==> config.mk <==
export PLATFORM = sky130hd
export DESIGN_NAME = psram_arbiter_flat
export DESIGN_NICKNAME = d
export VERILOG_FILES = /design/src/rtl/psram_arbiter_if.sv /design/src/rtl/psram_arbiter.sv /design/src/flat_wrapper.sv
export SDC_FILE = /design/constraint.sdc
export NUM_CORES = 1
export LEC_CHECK = 0
export ABC_AREA = 1
export CAP_MARGIN = 20
export CORE_MARGIN = 3
export CORE_UTILIZATION = 30
export DETAILED_ROUTE_END_ITERATION = 7
export PLACE_DENSITY_LB_ADDON = 0.1
export SYNTH_ARGS = -nofsm -noshare
export SYNTH_HDL_FRONTEND = slang
export SYNTH_SLANG_ARGS = --single-unit
export TNS_END_PERCENT = 5
==> constraint.sdc <==
create_clock -name mem_clk -period 2.7 [get_ports mem_clk]
set_clock_uncertainty 0.2 [all_clocks]
set_input_delay 0.81 -clock mem_clk [delete_from_list [all_inputs] [get_ports mem_clk]]
set_output_delay 0.81 -clock mem_clk [all_outputs]
set_load 0.1 [all_outputs]
==> src/rtl/psram_arbiter_if.sv <==
// Bus bundle between the two requesters (port A / port B), the arbiter and the psram block.
// slave  : arbiter side (consumes requests and psram status, drives done/rdata and psram inputs)
// master : environment side (requesters and psram)
interface psram_arbiter_if;
    localparam int unsigned AddrW = 24;
    localparam int unsigned DataW = 16;

    // port A
    logic             a_req;
    logic             a_we;
    logic [AddrW-1:0] a_addr;
    logic [DataW-1:0] a_wdata;
    logic             a_done;
    logic [DataW-1:0] a_rdata;

    // port B
    logic             b_req;
    logic             b_we;
    logic [AddrW-1:0] b_addr;
    logic [DataW-1:0] b_wdata;
    logic             b_done;
    logic [DataW-1:0] b_rdata;

    // completion qualifier shared by both ports
    logic             err;

    // psram side
    logic             qpi_on;
    logic             endcommand;
    logic [DataW-1:0] data_out;
    logic             read_sw;
    logic             write_sw;
    logic [AddrW-1:0] address;
    logic [DataW-1:0] data_in;

    modport slave (
        input  a_req, a_we, a_addr, a_wdata,
        input  b_req, b_we, b_addr, b_wdata,
        input  qpi_on, endcommand, data_out,
        output a_done, a_rdata, b_done, b_rdata, err,
        output read_sw, write_sw, address, data_in
    );

    modport master (
        output a_req, a_we, a_addr, a_wdata,
        output b_req, b_we, b_addr, b_wdata,
        output qpi_on, endcommand, data_out,
        input  a_done, a_rdata, b_done, b_rdata, err,
        input  read_sw, write_sw, address, data_in
    );
endinterface

==> src/rtl/psram_arbiter.sv <==
// Two-port round-robin arbiter/sequencer in front of psram.
// Turns single-word req/done transactions into the level-held read_sw/write_sw
// strobes psram expects, once psram reports qpi_on.
// Optional build macro: PSRAM_ARB_TIMEOUT_EN enables the ISSUE watchdog (err on timeout);
// without it ISSUE waits for endcommand indefinitely and err stays 0.
module psram_arbiter #(
    parameter int unsigned ISSUE_MIN      = 3,
    parameter int unsigned GAP_CYCLES     = 2,
    parameter int unsigned TIMEOUT_CYCLES = 255
) (
    input logic            mem_clk,
    input logic            rst_n,
    psram_arbiter_if.slave bus
);
    localparam int unsigned AddrW = 24;
    localparam int unsigned DataW = 16;
    localparam int unsigned CntW  = 16;

    localparam logic [CntW-1:0] IssueMinC = CntW'(ISSUE_MIN);
    // GAP_CYCLES is at least 1, so the last gap count is GAP_CYCLES-1
    localparam logic [CntW-1:0] GapLastC  = CntW'(GAP_CYCLES - 1);
    localparam logic [CntW-1:0] TimeoutC  = CntW'(TIMEOUT_CYCLES);

`ifdef PSRAM_ARB_TIMEOUT_EN
    localparam bit TimeoutEn = 1'b1;
`else
    localparam bit TimeoutEn = 1'b0;
`endif

    typedef enum logic [1:0] {
        S_IDLE  = 2'd0,
        S_ISSUE = 2'd1,
        S_DONE  = 2'd2,
        S_GAP   = 2'd3
    } state_t;

    typedef enum logic {
        PORT_A = 1'b0,
        PORT_B = 1'b1
    } port_t;

    state_t           state_q,      state_d;
    port_t            last_grant_q, last_grant_d;
    port_t            grant_q,      grant_d;
    logic [CntW-1:0]  cnt_q,        cnt_d;
    logic             read_sw_q,    read_sw_d;
    logic             write_sw_q,   write_sw_d;
    logic [AddrW-1:0] address_q,    address_d;
    logic [DataW-1:0] data_in_q,    data_in_d;
    logic             a_done_q,     a_done_d;
    logic             b_done_q,     b_done_d;
    logic             err_q,        err_d;
    logic [DataW-1:0] a_rdata_q,    a_rdata_d;
    logic [DataW-1:0] b_rdata_q,    b_rdata_d;

    logic             pick_b;
    logic             grant_we;
    logic             cmd_end;
    logic             timed_out;

    // Next-state and next-output logic; done/err default low so they pulse for one cycle.
    always_comb begin
        state_d      = state_q;
        last_grant_d = last_grant_q;
        grant_d      = grant_q;
        cnt_d        = cnt_q;
        read_sw_d    = read_sw_q;
        write_sw_d   = write_sw_q;
        address_d    = address_q;
        data_in_d    = data_in_q;
        a_rdata_d    = a_rdata_q;
        b_rdata_d    = b_rdata_q;
        a_done_d     = 1'b0;
        b_done_d     = 1'b0;
        err_d        = 1'b0;
        pick_b       = 1'b0;
        grant_we     = 1'b0;
        cmd_end      = 1'b0;
        timed_out    = 1'b0;

        unique case (state_q)
            S_IDLE: begin
                if (bus.qpi_on && (bus.a_req || bus.b_req)) begin
                    // B wins alone, or on a tie when A was served last
                    pick_b       = bus.b_req && (!bus.a_req || (last_grant_q == PORT_A));
                    grant_we     = pick_b ? bus.b_we : bus.a_we;
                    grant_d      = pick_b ? PORT_B : PORT_A;
                    last_grant_d = pick_b ? PORT_B : PORT_A;
                    address_d    = pick_b ? bus.b_addr  : bus.a_addr;
                    data_in_d    = pick_b ? bus.b_wdata : bus.a_wdata;
                    write_sw_d   = grant_we;
                    read_sw_d    = !grant_we;
                    cnt_d        = '0;
                    state_d      = S_ISSUE;
                end
            end

            S_ISSUE: begin
                cnt_d = (cnt_q == '1) ? cnt_q : cnt_q + CntW'(1);
                // endcommand still high from the previous command is masked early on
                if (bus.endcommand && (cnt_q >= IssueMinC)) begin
                    cmd_end = 1'b1;
                    if (read_sw_q) begin
                        if (grant_q == PORT_A) a_rdata_d = bus.data_out;
                        else                   b_rdata_d = bus.data_out;
                    end
                end else if (TimeoutEn && (cnt_q >= TimeoutC)) begin
                    cmd_end   = 1'b1;
                    timed_out = 1'b1;
                end
                if (cmd_end) begin
                    read_sw_d  = 1'b0;
                    write_sw_d = 1'b0;
                    a_done_d   = (grant_q == PORT_A);
                    b_done_d   = (grant_q == PORT_B);
                    err_d      = timed_out;
                    state_d    = S_DONE;
                end
            end

            S_DONE: begin
                cnt_d   = '0;
                state_d = S_GAP;
            end

            S_GAP: begin
                if (cnt_q >= GapLastC) begin
                    state_d = S_IDLE;
                end else begin
                    cnt_d = cnt_q + CntW'(1);
                end
            end

            default: begin
                state_d = S_IDLE;
            end
        endcase
    end

    // State and output registers; synchronous reset also aborts an in-flight command.
    always_ff @(posedge mem_clk) begin
        if (!rst_n) begin
            state_q      <= S_IDLE;
            last_grant_q <= PORT_B;
            grant_q      <= PORT_A;
            cnt_q        <= '0;
            read_sw_q    <= 1'b0;
            write_sw_q   <= 1'b0;
            address_q    <= '0;
            data_in_q    <= '0;
            a_done_q     <= 1'b0;
            b_done_q     <= 1'b0;
            err_q        <= 1'b0;
            a_rdata_q    <= '0;
            b_rdata_q    <= '0;
        end else begin
            state_q      <= state_d;
            last_grant_q <= last_grant_d;
            grant_q      <= grant_d;
            cnt_q        <= cnt_d;
            read_sw_q    <= read_sw_d;
            write_sw_q   <= write_sw_d;
            address_q    <= address_d;
            data_in_q    <= data_in_d;
            a_done_q     <= a_done_d;
            b_done_q     <= b_done_d;
            err_q        <= err_d;
            a_rdata_q    <= a_rdata_d;
            b_rdata_q    <= b_rdata_d;
        end
    end

    // Drive the bundle from the registers.
    assign bus.read_sw  = read_sw_q;
    assign bus.write_sw = write_sw_q;
    assign bus.address  = address_q;
    assign bus.data_in  = data_in_q;
    assign bus.a_done   = a_done_q;
    assign bus.b_done   = b_done_q;
    assign bus.a_rdata  = a_rdata_q;
    assign bus.b_rdata  = b_rdata_q;
    assign bus.err      = err_q;

endmodule

==> src/flat_wrapper.sv <==
// flat-port wrapper written by rule: the top's interface ports become plain ports
module psram_arbiter_flat 
#(
    parameter int unsigned ISSUE_MIN      = 3,
    parameter int unsigned GAP_CYCLES     = 2,
    parameter int unsigned TIMEOUT_CYCLES = 255
)
  (mem_clk, rst_n, bus_a_req, bus_a_we, bus_a_addr, bus_a_wdata, bus_b_req, bus_b_we, bus_b_addr, bus_b_wdata, bus_qpi_on, bus_endcommand, bus_data_out, bus_a_done, bus_a_rdata, bus_b_done, bus_b_rdata, bus_err, bus_read_sw, bus_write_sw, bus_address, bus_data_in);
  psram_arbiter_if bus_i ();
  input logic mem_clk;
  input logic rst_n;
  input wire logic [$bits(bus_i.a_req)-1:0] bus_a_req;
  input wire logic [$bits(bus_i.a_we)-1:0] bus_a_we;
  input wire logic [$bits(bus_i.a_addr)-1:0] bus_a_addr;
  input wire logic [$bits(bus_i.a_wdata)-1:0] bus_a_wdata;
  input wire logic [$bits(bus_i.b_req)-1:0] bus_b_req;
  input wire logic [$bits(bus_i.b_we)-1:0] bus_b_we;
  input wire logic [$bits(bus_i.b_addr)-1:0] bus_b_addr;
  input wire logic [$bits(bus_i.b_wdata)-1:0] bus_b_wdata;
  input wire logic [$bits(bus_i.qpi_on)-1:0] bus_qpi_on;
  input wire logic [$bits(bus_i.endcommand)-1:0] bus_endcommand;
  input wire logic [$bits(bus_i.data_out)-1:0] bus_data_out;
  output wire logic [$bits(bus_i.a_done)-1:0] bus_a_done;
  output wire logic [$bits(bus_i.a_rdata)-1:0] bus_a_rdata;
  output wire logic [$bits(bus_i.b_done)-1:0] bus_b_done;
  output wire logic [$bits(bus_i.b_rdata)-1:0] bus_b_rdata;
  output wire logic [$bits(bus_i.err)-1:0] bus_err;
  output wire logic [$bits(bus_i.read_sw)-1:0] bus_read_sw;
  output wire logic [$bits(bus_i.write_sw)-1:0] bus_write_sw;
  output wire logic [$bits(bus_i.address)-1:0] bus_address;
  output wire logic [$bits(bus_i.data_in)-1:0] bus_data_in;
  assign bus_i.a_req = bus_a_req;
  assign bus_i.a_we = bus_a_we;
  assign bus_i.a_addr = bus_a_addr;
  assign bus_i.a_wdata = bus_a_wdata;
  assign bus_i.b_req = bus_b_req;
  assign bus_i.b_we = bus_b_we;
  assign bus_i.b_addr = bus_b_addr;
  assign bus_i.b_wdata = bus_b_wdata;
  assign bus_i.qpi_on = bus_qpi_on;
  assign bus_i.endcommand = bus_endcommand;
  assign bus_i.data_out = bus_data_out;
  assign bus_a_done = bus_i.a_done;
  assign bus_a_rdata = bus_i.a_rdata;
  assign bus_b_done = bus_i.b_done;
  assign bus_b_rdata = bus_i.b_rdata;
  assign bus_err = bus_i.err;
  assign bus_read_sw = bus_i.read_sw;
  assign bus_write_sw = bus_i.write_sw;
  assign bus_address = bus_i.address;
  assign bus_data_in = bus_i.data_in;
  psram_arbiter #(.ISSUE_MIN(ISSUE_MIN), .GAP_CYCLES(GAP_CYCLES), .TIMEOUT_CYCLES(TIMEOUT_CYCLES)) u_core (.mem_clk(mem_clk), .rst_n(rst_n), .bus(bus_i));
endmodule
### Word-level counts from Yosys, hierarchy flattened

Cells that the tools add are included.

* register bits: 96
* bits of input ports: 104
* output and inout bits: 77
* word-level logic and storage cells: 61

* $add $sub $neg: 1
* magnitude comparators: 2
* equal/unequal tests: 9
* multiplexer cells: 19
* bitwise logic cells: 2
* reduce and logical (&&, ||, !) cells: 16

Operators by type and width (count)
* 16-bit two-way mux: 4
* 16-bit one-hot mux with 4 select lines: 1
* 24-bit two-way mux: 1
* 16-bit by 1-bit adder with 16-bit output, second input constant: 1
* 16-bit equality test, second input constant: 1
* 16-bit by 1-bit greater-or-equal comparator with 1-bit output, second input constant: 1
* 16-bit by 2-bit greater-or-equal comparator with 1-bit output, second input constant: 1
* 3-bit AND reduction: 4
* 2-bit one-hot mux with 4 select lines: 1
* 4-bit AND reduction: 2
* 1-bit two-way mux: 7
* 2-bit two-way mux: 3
* 2-bit by 1-bit inequality test with 1-bit output, second input constant: 3
* 2-bit equality test, second input constant: 2
* 2-bit inequality test, second input constant: 2
* 1-bit one-hot mux with 2 select lines: 2
* 1-bit logical AND: 3
* 2-bit by 1-bit equality test with 1-bit output, second input constant: 1
* 1-bit zero test: 2
* 2-bit zero test: 1
* 1-bit logical OR: 2
* 1-bit NOT: 2
* 2-bit AND reduction: 1
* 2-bit nonzero test: 1

### Logic depth before layout (Yosys ltp)

Gate-level depths: netlist of the first run.

* word-level depth: 7
* mapped depth: 11
* depth with buffers taken out: 11

### Worst setup path after synthesis of the first run

OpenSTA, ideal clock, no wires.

* path type: in2reg
* start: input bus_a_req
* end: register u_core.cnt_q[12]
* library setup time: 0.132 ns
* data arrival time: 1.773 ns
* required time: 2.368 ns
* slack: 0.595 ns
* cell stages on the path: 8
* buffers on the path: 1
* path through: o21ai_1 > nand2_1 > inv_1 > nor2_2 > nand2_4 > buf_6 > nand2_1 > a21oi_2

* cells in the longest elaborated chain, start to end: 4

RTL lines
* from (decl): line flat_wrapper.sv:12 `input wire logic [$bits(bus_i.a_req)-1:0] bus_a_req;`
* 1-bit logical OR: line psram_arbiter.sv:83 `if (bus.qpi_on && (bus.a_req || bus.b_req)) begin`
* 1-bit logical AND: line psram_arbiter.sv:83
* 2-bit by 1-bit inequality test with 1-bit output (no source line)
* 3-bit AND reduction (no source line)
* to (signal assigned): line psram_arbiter.sv:160 `cnt_q <= cnt_d;`
* to (decl): line psram_arbiter.sv:45 `logic [CntW-1:0] cnt_q, cnt_d;`

No other way between the ends.
A chain may end at the register's enable or synchronous reset.

### Worst setup path in the final report of the first run

Same ends and word-level chain as after synthesis.

==> results of run 1 <==
## per-stage QoR
| step | instance area [um^2] | util (%) | hold WS, ns | setup slack (ns) |
|---|---|---|---|---|
| global placement | 6390 | 43.5 | 0.250 | 0.134 |
| detailed placement | 6390 | 43.5 | 0.255 | 0.0988 |
| CTS | 6720 | 45.7 | 0.264 | 0.461 |
| finish | 6720 | 45.7 | 0.265 | 0.485 |
| global route | 6720 | 45.7 | 0.291 | 0.348 |
| floorplan | 4570 | - | 0.229 | 0.595 |
## sequential cells by signal, indices dropped and copies added (netlist names)
| signal | cells |
|---|---|
| u_core.bus.a_done | 1 |
| u_core.bus.a_rdata | 16 |
| u_core.bus.address | 24 |
| u_core.bus.b_done | 1 |
| u_core.bus.b_rdata | 16 |
| u_core.bus.data_in | 16 |
| u_core.bus.read_sw | 1 |
| u_core.bus.write_sw | 1 |
| u_core.cnt_q | 16 |
| u_core.grant_q | 1 |
| u_core.last_grant_q | 1 |
| u_core.state_q | 2 |
## area by class of cell
cell class | count | area share, %
multi-input cells | 493 | 34.2
flip-flops and latches | 96 | 28.6
repair buffers | 195 | 25.9
clock buffers | 10 | 3.56
well taps | 184 | 3.43
inverters | 53 | 2.96
clock inverters | 5 | 1.30
## Yosys cell counts, types with 3 or more instances
| master | number |
|---|---|
| nand2_1 | 175 |
| ha_1 | 7 |
| o21ai_0 | 42 |
| nand3_1 | 43 |
| buf_2 | 3 |
| a21oi_1 | 109 |
| clkbuf_1 | 26 |
| nor2_2 | 6 |
| nor2_1 | 80 |
| clkinv_1 | 3 |
| inv_1 | 49 |
| dfxtp_1 | 96 |
| nand4_1 | 14 |
## final timing paths
| path | from | endpoint | slack, ns | depth (start not counted) |
|---|---|---|---|---|
| worst min-delay path | u_core.bus.b_rdata[4] | u_core.bus.b_rdata[4] | 0.26 | 2 |
| worst min register to register | u_core.bus.b_rdata[4] | u_core.bus.b_rdata[4] | 0.26 | 2 |
| worst max register to register | u_core.cnt_q[0] | u_core.bus.b_rdata[7] | 0.60 | 10 |
| worst max-delay path | bus_a_req | u_core.cnt_q[12] | 0.48 | 9 |
## worst max-delay path: cells and delay by family
family          cells  cell delay, ns
buf+inv             3            0.65
compound gates      2            0.42
simple gates        4            0.42
## power by group through the flow
stage | Clock (W) | Sequential [W] | Combinational (W)
finish | 0.00143 | 0.00172 | 0.00251
global route | 0.00152 | 0.00175 | 0.00268
CTS | 0.00147 | 0.00172 | 0.00253
detailed placement | 0 | 0.00175 | 0.00253
global placement | 0 | 0.00174 | 0.00251
floorplan | 0 | 0.00287 | 0.000700
## cell usage in the layout (no fill, tap or decap)
| cell type | instances |
|---|---|
| a21oi_1 | 109 |
| nand2_4 | 2 |
| bufinv_16 | 2 |
| inv_1 | 49 |
| nand3_1 | 43 |
| clkbuf_8 | 1 |
| buf_4 | 90 |
| a21oi_2 | 2 |
| nand2_2 | 2 |
| xnor2_1 | 1 |
| inv_6 | 1 |
| clkbuf_16 | 9 |
| nor2_4 | 2 |
| clkinvlp_4 | 1 |
| conb_1 | 1 |
| nor2_2 | 7 |
| o21ai_0 | 42 |
| nor2_8 | 1 |
| nor2_1 | 79 |
| o21bai_1 | 2 |
| inv_8 | 1 |
| o21ai_1 | 1 |
| clkdlybuf4s50_1 | 102 |
| buf_12 | 2 |
| nand2_1 | 175 |
| clkinv_1 | 3 |
| dfxtp_1 | 96 |
| buf_2 | 1 |
| xor2_1 | 2 |
| inv_2 | 1 |
| nand4_1 | 14 |
| ha_1 | 7 |
| a21boi_0 | 1 |
## kinds of logic (layout without fill, tap and decap cells)
family	Yosys count	after routing	synth area share [%]
flip-flops	96	96	42.0
other	1	1	0.0820
adder cells (fa/ha/maj)	7	7	1.92
XOR/XNOR	3	3	0.575
AND/OR/NAND/NOR	325	325	30.1
buffers and inverters	88	263	7.80
AO/OA/AOI/OAI	157	157	17.5
## metal layers
| layer | share of wire [%] | up-vias | track usage [%] |
|---|---|---|---|
| met5 | 0 | - | 0 |
| met2 | 47 | 155 | 29.5 |
| met1 | 43 | 2247 | 21.4 |
| li1 | - | 2534 | - |
| met4 | 1.4 | 0 | 5.75 |
| met3 | 7.7 | 15 | 5.11 |
==> key figures, run 1 <==
Clocking
  – H-tree levels: 3
  – CTS sink count: 96
  – Max Buffers Root-to-Sink: 2
  – CTS tree: done
  – Clock latency on the worst-skew pair: 0.35 ns
  – Clk root buf: clkbuf_16
  – Post-CTS setup buffers: 0
  – CTS-repair resized insts: 0
  – Reg clk slew, reported paths: 0.07 ns
  – TritonCTS buffer count: 9
  – CTS Hold Buffers Added: 0

Timing
  – Endpoints failing setup: 0
  – Worst slew pin tran: 0.541 ns
  – Fmax: 0.451 GHz
  – Slew margin rel.: 63.7%
  – Setup TNS: 0 ns
  – Final min period: 2.22 ns
  – Final hold vios: 0
  – Slew Limit Fails: 0
  – Fin crit share: 82.1%
  – RSZ-0062 raised after global routing: no

Power
  – Register share of total power: 30.4%
  – Sw Ratio: 45.3%
  – P per Cell Area: 843 nW/um^2
  – Logic pwr share: 44.4%
  – Clock share of power: 25.2%
  – Static Leak: 2.89 nW
  – Net Sw Power: 0.00257 W
  – Worst vdd ir: 0.000593 V
  – Pwr Total: 0.00566 W
  – Pint: 0.00309 W

Layout
  – Register area: 1920 um^2
  – Multi-input gate area: 2300 um^2
  – Nets: 959
  – Layout cell share with drive strength beyond 1: 14.7%
  – Antenna cells: 0
  – Synth-to-layout area growth: 46.9%
  – Fill count: 1524
  – Post-route insts no fill: 1036

Yosys
  – Mean Syn Cell Area: 6.75 um^2
  – Prevailing post-synth register cell: dfxtp_1
  – Ranking of synthesized cells by area: dfxtp_1 (42%), nand2_1 (14%), a21oi_1 (12%)
  – Largest area contributor in the netlist: dfxtp_1
  – Cells after Synth: 677
  – Post-synth EDFFs: 0
  – Async SR Flop Fraction: 0%
  – Net Count, Synth: 788
  – Yosys reg bits: 96
  – Seq/Total Area, Yosys: 42.0%
  – Synth Cell Area: 4570 um^2
  – Yosys synthesis warning count: 0
  – Distinct cells, synth: 28
  – Top cell type's share of synthesized area: 42.0%

Route
  – Via Count: 4951
  – First-pass detailed-route iteration total: 5
  – Number of vias per cell: 4.78
  – WL final: 14800 um
  – Post-route ant nets: 0
  – # DRC: 0
  – 1st-iter DRT viols: 242
  – Routed wire per std cell: 14.3 um

Setup path
  – CP max-delay cell: clkdlybuf4s50_1
  – CP most frequent cell: nand2_1
  – Critical path data required time: 2.78 ns
  – CP max stage delay: 0.42 ns
  – Critical path type: primary input to flip-flop
  – Worst path arrival time: 2.30 ns
  – Worst-path cell chain: clkdlybuf4s50_1, o21ai_1, nand2_1, inv_1, nor2_2, buf_12, nand2_4, nand2_1, a21oi_2
  – Critical Path End Type: flip-flop
  – CP max FO: 14
  – Critical Path Start Type: primary input

Floorplanning
  – Core Area: 14700 um^2
  – Die span in x: 129 um
  – Starting Density: 31.1%
  – Vert. Die Dim: 129 um
  – Ports: 181
  – Die area: 16800 um^2
  – Std-Cell Rows: 44

GRT
  – First-pass GRT wire length: 23800 um
  – Initial antenna violation count: 0
  – Total GRT Usage: 17.5%
  – Largest net degree at the start of global routing: 42
  – Vias in the first global route: 4873
  – Grt total ovfl: 0

Place
  – RD Place Congestion: 0.782
  – Placed Cells incl. Taps: 1021
  – Dpl hpwl: 10900 um
  – PortBufs: 179

Flow run
  – Max Cap Viol: 0

Run status
  – Status: finished clean

Hold path
  – Worst min-delay path class: flip-flop to flip-flop
(Power assumes the default switching activity.)
==> run 2, diff against run 1 <==
==> constraint.sdc (replaced) <==
create_clock -name mem_clk -period 2.2 [get_ports mem_clk]
set_clock_uncertainty 0.2 [all_clocks]
set_input_delay 0.66 -clock mem_clk [delete_from_list [all_inputs] [get_ports mem_clk]]
set_output_delay 0.66 -clock mem_clk [all_outputs]
set_load 0.1 [all_outputs]
==> run 2 against run 1 <==
Effect of this change:
- combinational power up 45%
- global-route usage up 0.21 points
- non-clock buffer count up 6
- total power up 34%
- sequential share of layout area down 3.8 points
- setup slack worse by 0.35 ns
- via count up 0.55%
- largest cell class is now non-clock buffers
- largest power group unchanged
==> key figures, run 2 (synthesized netlist as in run 1, its figures left out) <==
Run status
  – Status: finished clean

Timing
  – Final hold vios: 0 (unchanged)
  – Final min period: 2.07 ns
  – Hold Slack: 0.287 ns (+0.0228 ns)
  – Slew Limit Fails: 0 (unchanged)
  – Endpoints failing setup: 0 (unchanged)
  – Fin crit share: 93.9%
  – RSZ-0062 raised after global routing: no
  – Fmax: 0.484 GHz

Route
  – First-pass detailed-route iteration total: 5 (unchanged)
  – Via Count: 4978 (+0.55%)
  – Number of vias per cell: 4.78 (about the same)
  – Post-route ant nets: 0 (unchanged)
  – Routed wire per std cell: 14.3 um (about the same)
  – # DRC: 0 (unchanged)
  – WL final: 14900 um (+0.49%)
  – 1st-iter DRT viols: 218 (-9.9%)

Setup path
  – Worst path arrival time: 2.08 ns (-0.22 ns)
  – Crit path buf inv count: 3 (unchanged)
  – CP max stage delay: 0.42 ns (about the same)
  – Critical Path Start Type: primary input
  – Reg2Reg Setup Slack: 0.19 ns (-0.41 ns)
  – Worst-path cell chain: clkdlybuf4s50_1, o21ai_1, nand2_1, buf_4, nand2_1, nor2_2, buf_4, nand2_1, a21oi_1
  – Critical path data required time: 2.21 ns (-0.57 ns)
  – CP top delay family: buffers and inverters
  – Critical path type: primary input to flip-flop
  – CP max-delay cell: clkdlybuf4s50_1
  – Critical Path End Type: flip-flop
  – CP max FO: 9 (-5)
  – CP most frequent cell: nand2_1

GRT
  – Met1 GRT Util: 21.2% (-0.26 points)
  – Grt total ovfl: 0 (unchanged)
  – Largest net degree at the start of global routing: 43 (+2.4%)
  – Vias in the first global route: 4847 (-0.53%)
  – Total GRT Usage: 17.7% (+0.21 points)
  – Most crowded layer after global routing: met2
  – Met2 Usage GRT: 29.6% (+0.091 points)
  – First-pass GRT wire length: 23900 um (+0.63%)
  – Initial antenna violation count: 0 (unchanged)
  – Met3 usage: 5.98% (+0.87 points)

Clocking
  – Reg clk slew, reported paths: 0.07 ns (about the same)
  – TritonCTS buffer count: 9 (unchanged)
  – CTS Hold Buffers Added: 0 (unchanged)
  – CTS sink count: 96 (unchanged)
  – CTS tree: done
  – H-tree levels: 3 (unchanged)
  – Clk root buf: clkbuf_16
  – Clock latency on the worst-skew pair: 0.35 ns (about the same)
  – Max Buffers Root-to-Sink: 2 (unchanged)

Place
  – Dpl hpwl: 11100 um (+1.8%)
  – Placed Cells incl. Taps: 1027 (+0.59%)
  – RD Place Congestion: 0.843 (+7.9%)
  – PortBufs: 179 (unchanged)

Floorplanning
  – Die span in x: 129 um (unchanged)
  – Vert. Die Dim: 129 um (unchanged)
  – Std-Cell Rows: 44 (unchanged)
  – Ports: 181 (unchanged)
  – Die area: 16800 um^2 (unchanged)
  – Core Area: 14700 um^2 (unchanged)
  – Starting Density: 31.1% (unchanged)

Flow run
  – Max Cap Viol: 0 (unchanged)

Layout
  – Synth-to-layout area growth: 69.5%
  – Layout cell share with drive strength beyond 1: 15.3% (+0.60 points)
  – Commonest non-fill, non-tap cell in the layout: nand2_1
  – Most frequent cells in the layout: nand2_1 (175), a21oi_1 (109), clkdlybuf4s50_1 (102)
  – Post-route insts no fill: 1042 (+0.58%)
  – Antenna cells: 0 (unchanged)
  – Largest register FFs: 24 (unchanged)
  – Nets: 965 (+0.63%)
  – Final Util: 52.7% (+7.0 points)

Power
  – Static Leak: 3.16 nW (+9.6%)
  – Sw Ratio: 43.4% (-2.0 points)
  – P per Cell Area: 980 nW/um^2 (+16%)
  – Register share of total power: 29.1% (-1.3 points)
  – Worst vdd ir: 0.000598 V (+0.97%)
  – Pwr Total: 0.00759 W (+34%)
  – Logic pwr share: 47.8% (+3.4 points)
  – Clock share of power: 23.0% (-2.2 points)
  – Pint: 0.00430 W (+39%)
  – Net Sw Power: 0.00329 W (+28%)

Hold path
  – Worst min-delay path class: flip-flop to flip-flop
## run 2: what timing repair did
item                                    in CTS  in global routing
endpoints found under the setup margin       0                  1
buffers inserted                             0                  0
resized for setup                            0                  1
## run 2: area by class of cell
cell class | instances | area, um^2
clock buffers | 9 | 225
clock inverters | 6 | 97.6
fillers | 1330 | 6950
inverters | 53 | 199
multi-input cells | 493 | 2300
flip-flops and latches | 96 | 1920
well taps | 184 | 230
repair buffers | 201 | 2780
## run 2: final timing paths
kind,startpoint,endpoint,depth (start not counted)
setup reg to reg,u_core.cnt_q[0],u_core.bus.b_rdata[4],10
hold / removal,u_core.grant_q,u_core.bus.a_done,1
setup / recovery,bus_a_req,u_core.cnt_q[9],9
hold reg to reg,u_core.grant_q,u_core.bus.a_done,1
## run 2: power by group through the flow
stage               Sequential [W]  Clock (W)  Combinational (W)
detailed placement         0.00225          0            0.00364
CTS                        0.00221    0.00181            0.00364
finish                     0.00221    0.00175            0.00363
global route               0.00224    0.00188            0.00384
global placement           0.00224          0            0.00361
floorplan                  0.00352          0           0.000859
## run 2: metal layers
layer | part of all wire [%] | wire (um)
met1 | 42 | 6200
met3 | 8.4 | 1260
met2 | 48 | 7210
met5 | 0 | 0
met4 | 1.6 | 235
## run 2: per-stage QoR
stage / cell area [um^2] / setup slack (ns) / TNS (ns)
2_1_floorplan: 4570 / 0.164 / 0
3_3_place_gp: 7420 / -0.316 / -8.96
3_5_place_dp: 7420 / -0.331 / -9.60
4_1_cts: 7740 / 0.0544 / 0
5_1_grt: 7750 / 0.0232 / 0
6_report: 7750 / 0.134 / 0
